File: src/rtl/icache_controller.sv
// Direct-mapped, read-only instruction cache for the Fetch stage.
// Misses are refilled one whole line at a time over a word-wide memory handshake.
module icache_controller #(
  parameter int S = 32,
  parameter int B = 16
) (
  input  logic        clk,
  input  logic        reset,
  input  logic [31:0] PCF,
  output logic [31:0] InstrF,
  output logic        InstrMissF,
  output logic        InstrCacheRepActive,
  output logic        MemReqValid,
  input  logic        MemReqReady,
  output logic [31:0] MemAddr,
  input  logic        MemRespValid,
  input  logic [31:0] MemRespData
);

  localparam int WORDS = B / 4;
  localparam int O     = $clog2(B);
  localparam int I     = $clog2(S);
  localparam int WB    = O - 2;
  localparam int TW    = 32 - O - I;

  localparam logic [WB-1:0] LAST_WORD = WB'(WORDS - 1);
  localparam logic [31:0]   NOP       = 32'h0000_0013;

  localparam logic [1:0] IDLE   = 2'd0;
  localparam logic [1:0] REQ    = 2'd1;
  localparam logic [1:0] FILL   = 2'd2;
  localparam logic [1:0] COMMIT = 2'd3;

  logic [1:0]    state;
  logic [1:0]    stateNext;
  logic [31-O:0] lineAddr;
  logic [WB-1:0] cnt;
  logic [S-1:0]  valid;

  logic [TW-1:0] tagArray  [S];
  logic [31:0]   dataArray [S][WORDS];
  logic [31:0]   fillBuf   [WORDS];

  logic [WB-1:0] word;
  logic [I-1:0]  index;
  logic [TW-1:0] tag;
  logic [I-1:0]  lineSet;
  logic [TW-1:0] lineTag;
  logic          hit;
  logic          unusedPcLow;

  assign word        = PCF[O-1:2];
  assign index       = PCF[O+I-1:O];
  assign tag         = PCF[31:O+I];
  assign lineSet     = lineAddr[I-1:0];
  assign lineTag     = lineAddr[31-O:I];
  assign unusedPcLow = ^PCF[1:0];

  assign hit = valid[index] && (tagArray[index] == tag);

  // Any non-IDLE state stalls fetch, whatever PCF currently points at.
  assign InstrMissF          = (state != IDLE) || !hit;
  assign InstrF              = (state == IDLE && hit) ? dataArray[index][word] : NOP;
  assign MemReqValid         = (state == REQ);
  assign MemAddr             = {lineAddr, {O{1'b0}}};
  assign InstrCacheRepActive = (state == COMMIT);

  always_comb begin
    stateNext = state;
    case (state)
      IDLE:    if (!hit) stateNext = REQ;
      REQ:     if (MemReqReady) stateNext = FILL;
      FILL:    if (MemRespValid && cnt == LAST_WORD) stateNext = COMMIT;
      COMMIT:  stateNext = IDLE;
      default: stateNext = IDLE;
    endcase
  end

  always_ff @(posedge clk or negedge reset) begin
    if (!reset) begin
      state    <= IDLE;
      cnt      <= '0;
      valid    <= '0;
      lineAddr <= '0;
    end else begin
      state <= stateNext;
      // The fill target is captured once; later PCF redirects do not retarget it.
      if (state == IDLE && !hit)
        lineAddr <= PCF[31:O];
      if (state == REQ && MemReqReady)
        cnt <= '0;
      else if (state == FILL && MemRespValid)
        cnt <= cnt + 1'b1;
      if (state == COMMIT)
        valid[lineSet] <= 1'b1;
    end
  end

  always_ff @(posedge clk) begin
    if (state == FILL && MemRespValid)
      fillBuf[cnt] <= MemRespData;
    if (state == COMMIT) begin
      tagArray[lineSet] <= lineTag;
      for (int w = 0; w < WORDS; w++)
        dataArray[lineSet][w] <= fillBuf[w];
    end
  end

endmodule

File: config.mk
export PLATFORM = sky130hd
export DESIGN_NAME = icache_controller
export DESIGN_NICKNAME = d
export VERILOG_FILES = /design/src/rtl/icache_controller.sv
export SDC_FILE = /design/constraint.sdc
export NUM_CORES = 2
export LEC_CHECK = 0
export CORE_AREA = 2 2 877 879
export DETAILED_ROUTE_END_ITERATION = 6
export DIE_AREA = 0 0 879 881
export SKIP_CTS_REPAIR_TIMING = 1
export SYNTH_ARGS = -nofsm -noshare
export SYNTH_HDL_FRONTEND = slang
export SYNTH_MEMORY_MAX_BITS = 65536
export SYNTH_SLANG_ARGS = --single-unit
File: constraint.sdc
create_clock -name clk -period 11.1 [get_ports clk]
set_input_delay 2.775 -clock clk [delete_from_list [all_inputs] [get_ports clk]]
set_output_delay 2.775 -clock clk [all_outputs]
set_load 0.01 [all_outputs]
* Word level (Yosys, flattened, before mapping)
Memory sizes are Yosys's and may differ from the RTL's. Cells that the tools add are included.
Word-level totals: flip-flop bits (word level) 64, bits in writable memories 4960, memories kept 3, word-level logic and storage cells 53, latch bits 0, ROM bits 0, bits of input ports 68
Cells by class: order comparisons 4, equal/unequal tests 8, shift-type cells 0, multipliers 0, bitwise operators 2, divide/modulo/power cells 0, muxes and demuxes 18, $add $sub $neg 1, reductions and logical operators 13
Memory list:
- dataArray | depth 32, width 128, read ports 1, clocked after Yosys merged registers in 0, write ports 1, line 41 | logic [31:0] dataArray [S][WORDS];
- tagArray | depth 32, width 23, read ports 1, clocked after Yosys merged registers in 0, write ports 1, line 40 | logic [TW-1:0] tagArray [S];
- fillBuf | depth 4, width 32, read ports 4, clocked after Yosys merged registers in 0, write ports 1, line 42 | logic [31:0] fillBuf [WORDS];
Operators with widths (count):
- two-way mux 32 bit | 3
- binary-select mux 32 bit (select 2 bit) | 1
- bitwise OR 32 bit | 1
- == test 23 bit | 1
- less-than comparator 5 x 6 -> 1 bit, second input constant | 2
- two-way mux 2 bit | 5
- case mux 2 bit (4 select lines) | 1
- logical AND 1 bit | 7
- == test 2 bit, second input constant | 3
- two-way mux 1 bit | 6
- binary-select mux 1 bit (select 5 bit) | 1
- demux 1 bit (select 5 bit) | 1
- >= comparator 5 x 1 -> 1 bit, second input constant | 1
- != test 2 bit, second input constant | 2
- nonzero test 2 bit | 2
- >= comparator 3 bit, second input constant | 1
- NOT 2 -> 3 bit | 1
- AND reduction 3 bit | 1
- adder 2 x 1 -> 2 bit, second input constant | 1
- == test 2 x 1 -> 1 bit, second input constant | 1
- zero test 2 bit | 1
- != test 2 x 1 -> 1 bit, second input constant | 1
- zero test 1 bit | 1
- logical OR 1 bit | 1

* Longest topological paths before layout
depth in word-level cells 5, depth in mapped cells 17, mapped depth without buffers 9

* Worst setup path before layout
No wires, ideal clock.
kind input to output, start input PCF[4], end output InstrF[0], path slack 2217 ps, arrival time 6108 ps, path buffers 7, stages on the path 11, cells stage by stage buf_6 > buf_6 > buf_6 > buf_4 > buf_4 > buf_6 > clkbuf_1 > mux4_2 > mux4_2 > mux4_2 > a211o_1
Between the ends: longest elaborated chain between the ends 5, elaborated cells between the ends (all ways) 11, those cells by class 1 x eq/ne; 6 x mux; 2 x reduce/logical; 2 x memory
RTL lines:
- start: declaration | line 9 | input logic [31:0] PCF,
- memory read (32 x 23 bit), or another cell as far along
- == test 23 bit, or another cell as far along | line 59 | assign hit = valid[index] && (tagArray[index] == tag);
- logical AND 1 bit or two-way mux 32 bit (tied branches) | line 59, 63
- logical AND 1 bit or two-way mux 32 bit (tied branches) | line 63 | assign InstrF = (state == IDLE && hit) ? dataArray[index][word] : NOP;
- two-way mux 32 bit (*) | line 63
- end: declaration | line 10 | output logic [31:0] InstrF,
Every way passes the cells marked *; elsewhere a longest branch is shown, timed or not. The select of a mux whose other input is x is not followed.

* Worst setup path after layout
start input PCF[6], end output InstrF[9]
The elaborated chain is that of the path after synthesis.

==> flow_metrics.env <==
export IMPL_status="finished clean"
export IMPL_clock_skew_ns=0.128
export IMPL_overflow=0
export IMPL_power_density_nw_per_um2=190
export IMPL_synthTopCellsByCount="edfxtp_1 (4960), mux4_2 (1469), clkbuf_1 (219)"
export IMPL_initial_core_util=0.249
export IMPL_vias=85500
export IMPL_yosysUniqueCellTypes=67
export IMPL_path_clk_slew_ns=0.06
export IMPL_leakagePower_uw=0.0664
export IMPL_dp_hpwl_um=247000
export IMPL_numPortBuffers=128
export IMPL_worstPathMaxFanout=67
export IMPL_hold_path_class="register to register"
export IMPL_finalSetupViolCount=0
export IMPL_p_switching_uw=9640
export IMPL_drtIter0Drc=9393
export IMPL_yosys_top_cells_area="edfxtp_1 (78%), mux4_2 (17%), mux2i_1 (0.88%)"
export IMPL_fin_hold_ws_ns=0.462
export IMPL_cts_buffer_depth=4
export IMPL_yosysWarnings=0
export IMPL_critPathSlowestCell="a2111oi_0"
export IMPL_slowest_delay_ns=1.17
export IMPL_grt_max_degree=119
export IMPL_ir_worst_vdd_v=0.000163
export IMPL_design_die_area_um2=774000
export IMPL_path_class="input port to output port"
export IMPL_drive_gt1_frac=0.296
export IMPL_die_width_um=879
export IMPL_track_usage=0.123
export IMPL_rows=322
export IMPL_wire_per_inst_um=26.5
export IMPL_avgSynthCellArea_um2=25.1
export IMPL_finalCritPeriodShare=0.991
export IMPL_first_pass_iters=5
export IMPL_clock_fmax_mhz=90.9
export IMPL_fin_area_um2=221000
export IMPL_core_area_um2=766000
export IMPL_tns_ns=0
export IMPL_slew_violations=0
export IMPL_seq_area_frac_synth=0.790
export IMPL_syn_cell_area_um2=191000
export IMPL_hold_viol_final=0
export IMPL_synth_cells=7582
export IMPL_grt_pass1_wl_um=688000
export IMPL_async_reset_ff_frac=0.0127
export IMPL_avgViaCountPerCell=4.59
export IMPL_power_frac_comb=0.073
export IMPL_clkSinkCount=5024
export IMPL_areaGrowthSynthToFinish_pct=15.8
export IMPL_clkPwrFrac=0.379
export IMPL_drv_cap=0
export IMPL_htreeDepth=5
export IMPL_cp_start_kind="input port"
export IMPL_cts_made_buffers=470
export IMPL_crit_path_cell_trace="buf_8, buf_12, mux2i_1, a22oi_1, and3_1, a31o_2, or3_1, a2111oi_0, buf_4, nand4_1, or2_4, nor2_1, buf_4, clkdlybuf4s50_1"
export IMPL_fin_crit_ns=11.00
export IMPL_yosys_area_top_type="edfxtp_1"
export IMPL_grt_antenna_before_repair=40
export IMPL_synth_top_cell_area_share=0.781
export IMPL_pwr_share_seq=0.548
export IMPL_pre_cts_slack_ns=0.0245
export IMPL_drtAntennaViolNets=0
export IMPL_insertion_delay_ns=1.08
export IMPL_worstPathArrival_ns=8.22
export IMPL_ys_dominant_reg_cell="edfxtp_1"
export IMPL_placed_area_um2=206000
export IMPL_drc=0
export IMPL_cts_tree="yes"
export IMPL_root_buffer="clkbuf_16"
export IMPL_die_height_um=881
export IMPL_tightest_slew_ns=1.49
export IMPL_fin_nets=8110
export IMPL_synth_edf_count=4960
export IMPL_synth_most_common_cell="edfxtp_1"
export IMPL_finalWirelength_um=494000
export IMPL_finalWorstSetupSlack_ns=0.103
export IMPL_grt_pass1_vias=86500
export IMPL_p_int_uw=32300
export IMPL_gp_congestion=0.722
export IMPL_cp_common_cell="buf_4"
export IMPL_synth_seq_cells=5024
export IMPL_io_pins=135
export IMPL_max_slew_margin=0.00952
export IMPL_required_ns=8.33
export IMPL_endpoint_kind="output port"
export IMPL_fillers=73400
export IMPL_switching_share=0.230
export IMPL_rsz0062_at_grt="no"
[sequential cells by signal, indices dropped and copies added (netlist names)]
name       flops
dataArray   4096
fillBuf      128
tagArray     736
valid         32
lineAddr      28
state          2
cnt            2
[final timing paths]
path | from | cells after the start | to | slack [ns]
worst max-delay path | PCF[6] | 14 | InstrF[9] | 0.10
worst min-delay path | valid[25] | 1 | valid[25] | 0.46
worst max register to register | state[1] | 6 | dataArray[30][114] | 6.26
worst min register to register | valid[25] | 1 | valid[25] | 0.46
max in group asynchronous | reset | 2 | valid[23] | 8.29
min in group asynchronous | reset | 1 | lineAddr[1] | 1.71
[metal layers]
layer	vias to the layer above	GRT usage	share of wire
li1	33900	-	-
met1	47900	0.158	0.40
met2	3060	0.214	0.51
met3	669	0.0231	0.068
met4	16	0.0328	0.027
met5	-	0	0.00021
[layout by cell type, fill, tap and decap left out, drive strengths merged, types with 11 or more instances in the layout]
master	instances
nand3	15
o22ai	24
mux2i	168
dfrtp	64
nor2b	11
buf	267
a22oi	35
edfxtp	4960
a221oi	12
or2	35
diode	17
clkdlybuf4s50	104
nor2	75
nand2	60
mux4	1469
mux2	51
clkinv	200
and3	12
o221ai	14
a21oi	22
o21ai	11
clkbuf	597
inv	34
bufinv	44
[layout make-up]
cell class,instances,area [um2],area share
flip-flops and latches,5024,151000,0.682
multi-input cells,2153,38500,0.174
well taps,10200,12800,0.0578
clock buffers,596,12400,0.0561
repair buffers,372,3800,0.0172
clock inverters,273,2640,0.0120
inverters,13,56.3,0.000255
diodes,17,42.5,0.000193
[critical path: cells and delay by family]
family | cells | cell delay, ns
buffers and inverters | 5 | 2.06
AO/OA/AOI/OAI | 3 | 1.49
multiplexers | 1 | 0.25
AND/OR/NAND/NOR | 5 | 1.42
[cells by family (layout without fill, tap and decap cells)]
kind of cell / after synthesis / count (layout) / share of synthesized area
and+or+nand+nor: 266 / 266 / 0.00709
DFF: 5024 / 5024 / 0.790
adders and majority gates: 8 / 8 / 0.000525
muxes: 1688 / 1688 / 0.185
other: 1 / 21 / 0.0000197
xor gates and xnor gates: 13 / 13 / 0.000597
buffers and inverters: 408 / 1254 / 0.00995
AOI/OAI and AO/OA: 174 / 174 / 0.00680
[power by group through the flow]
stage	clock [uW]	combinational, uW	sequential, uW
detailed placement	0	3120	23400
global route	16900	3210	23100
global placement	0	3110	23300
finish	15900	3050	23000
floorplan	0	1660	23200
CTS	16200	3130	23000
[through the flow]
step,std cells,total power [uW],utilization
finish,18700,41900,0.288
CTS,18600,42300,0.288
global route,18600,43200,0.288
detailed placement,17800,26500,0.269
global placement,17800,26400,0.269
floorplan,7585,24900,-
Power figures use the tool's default switching activity.
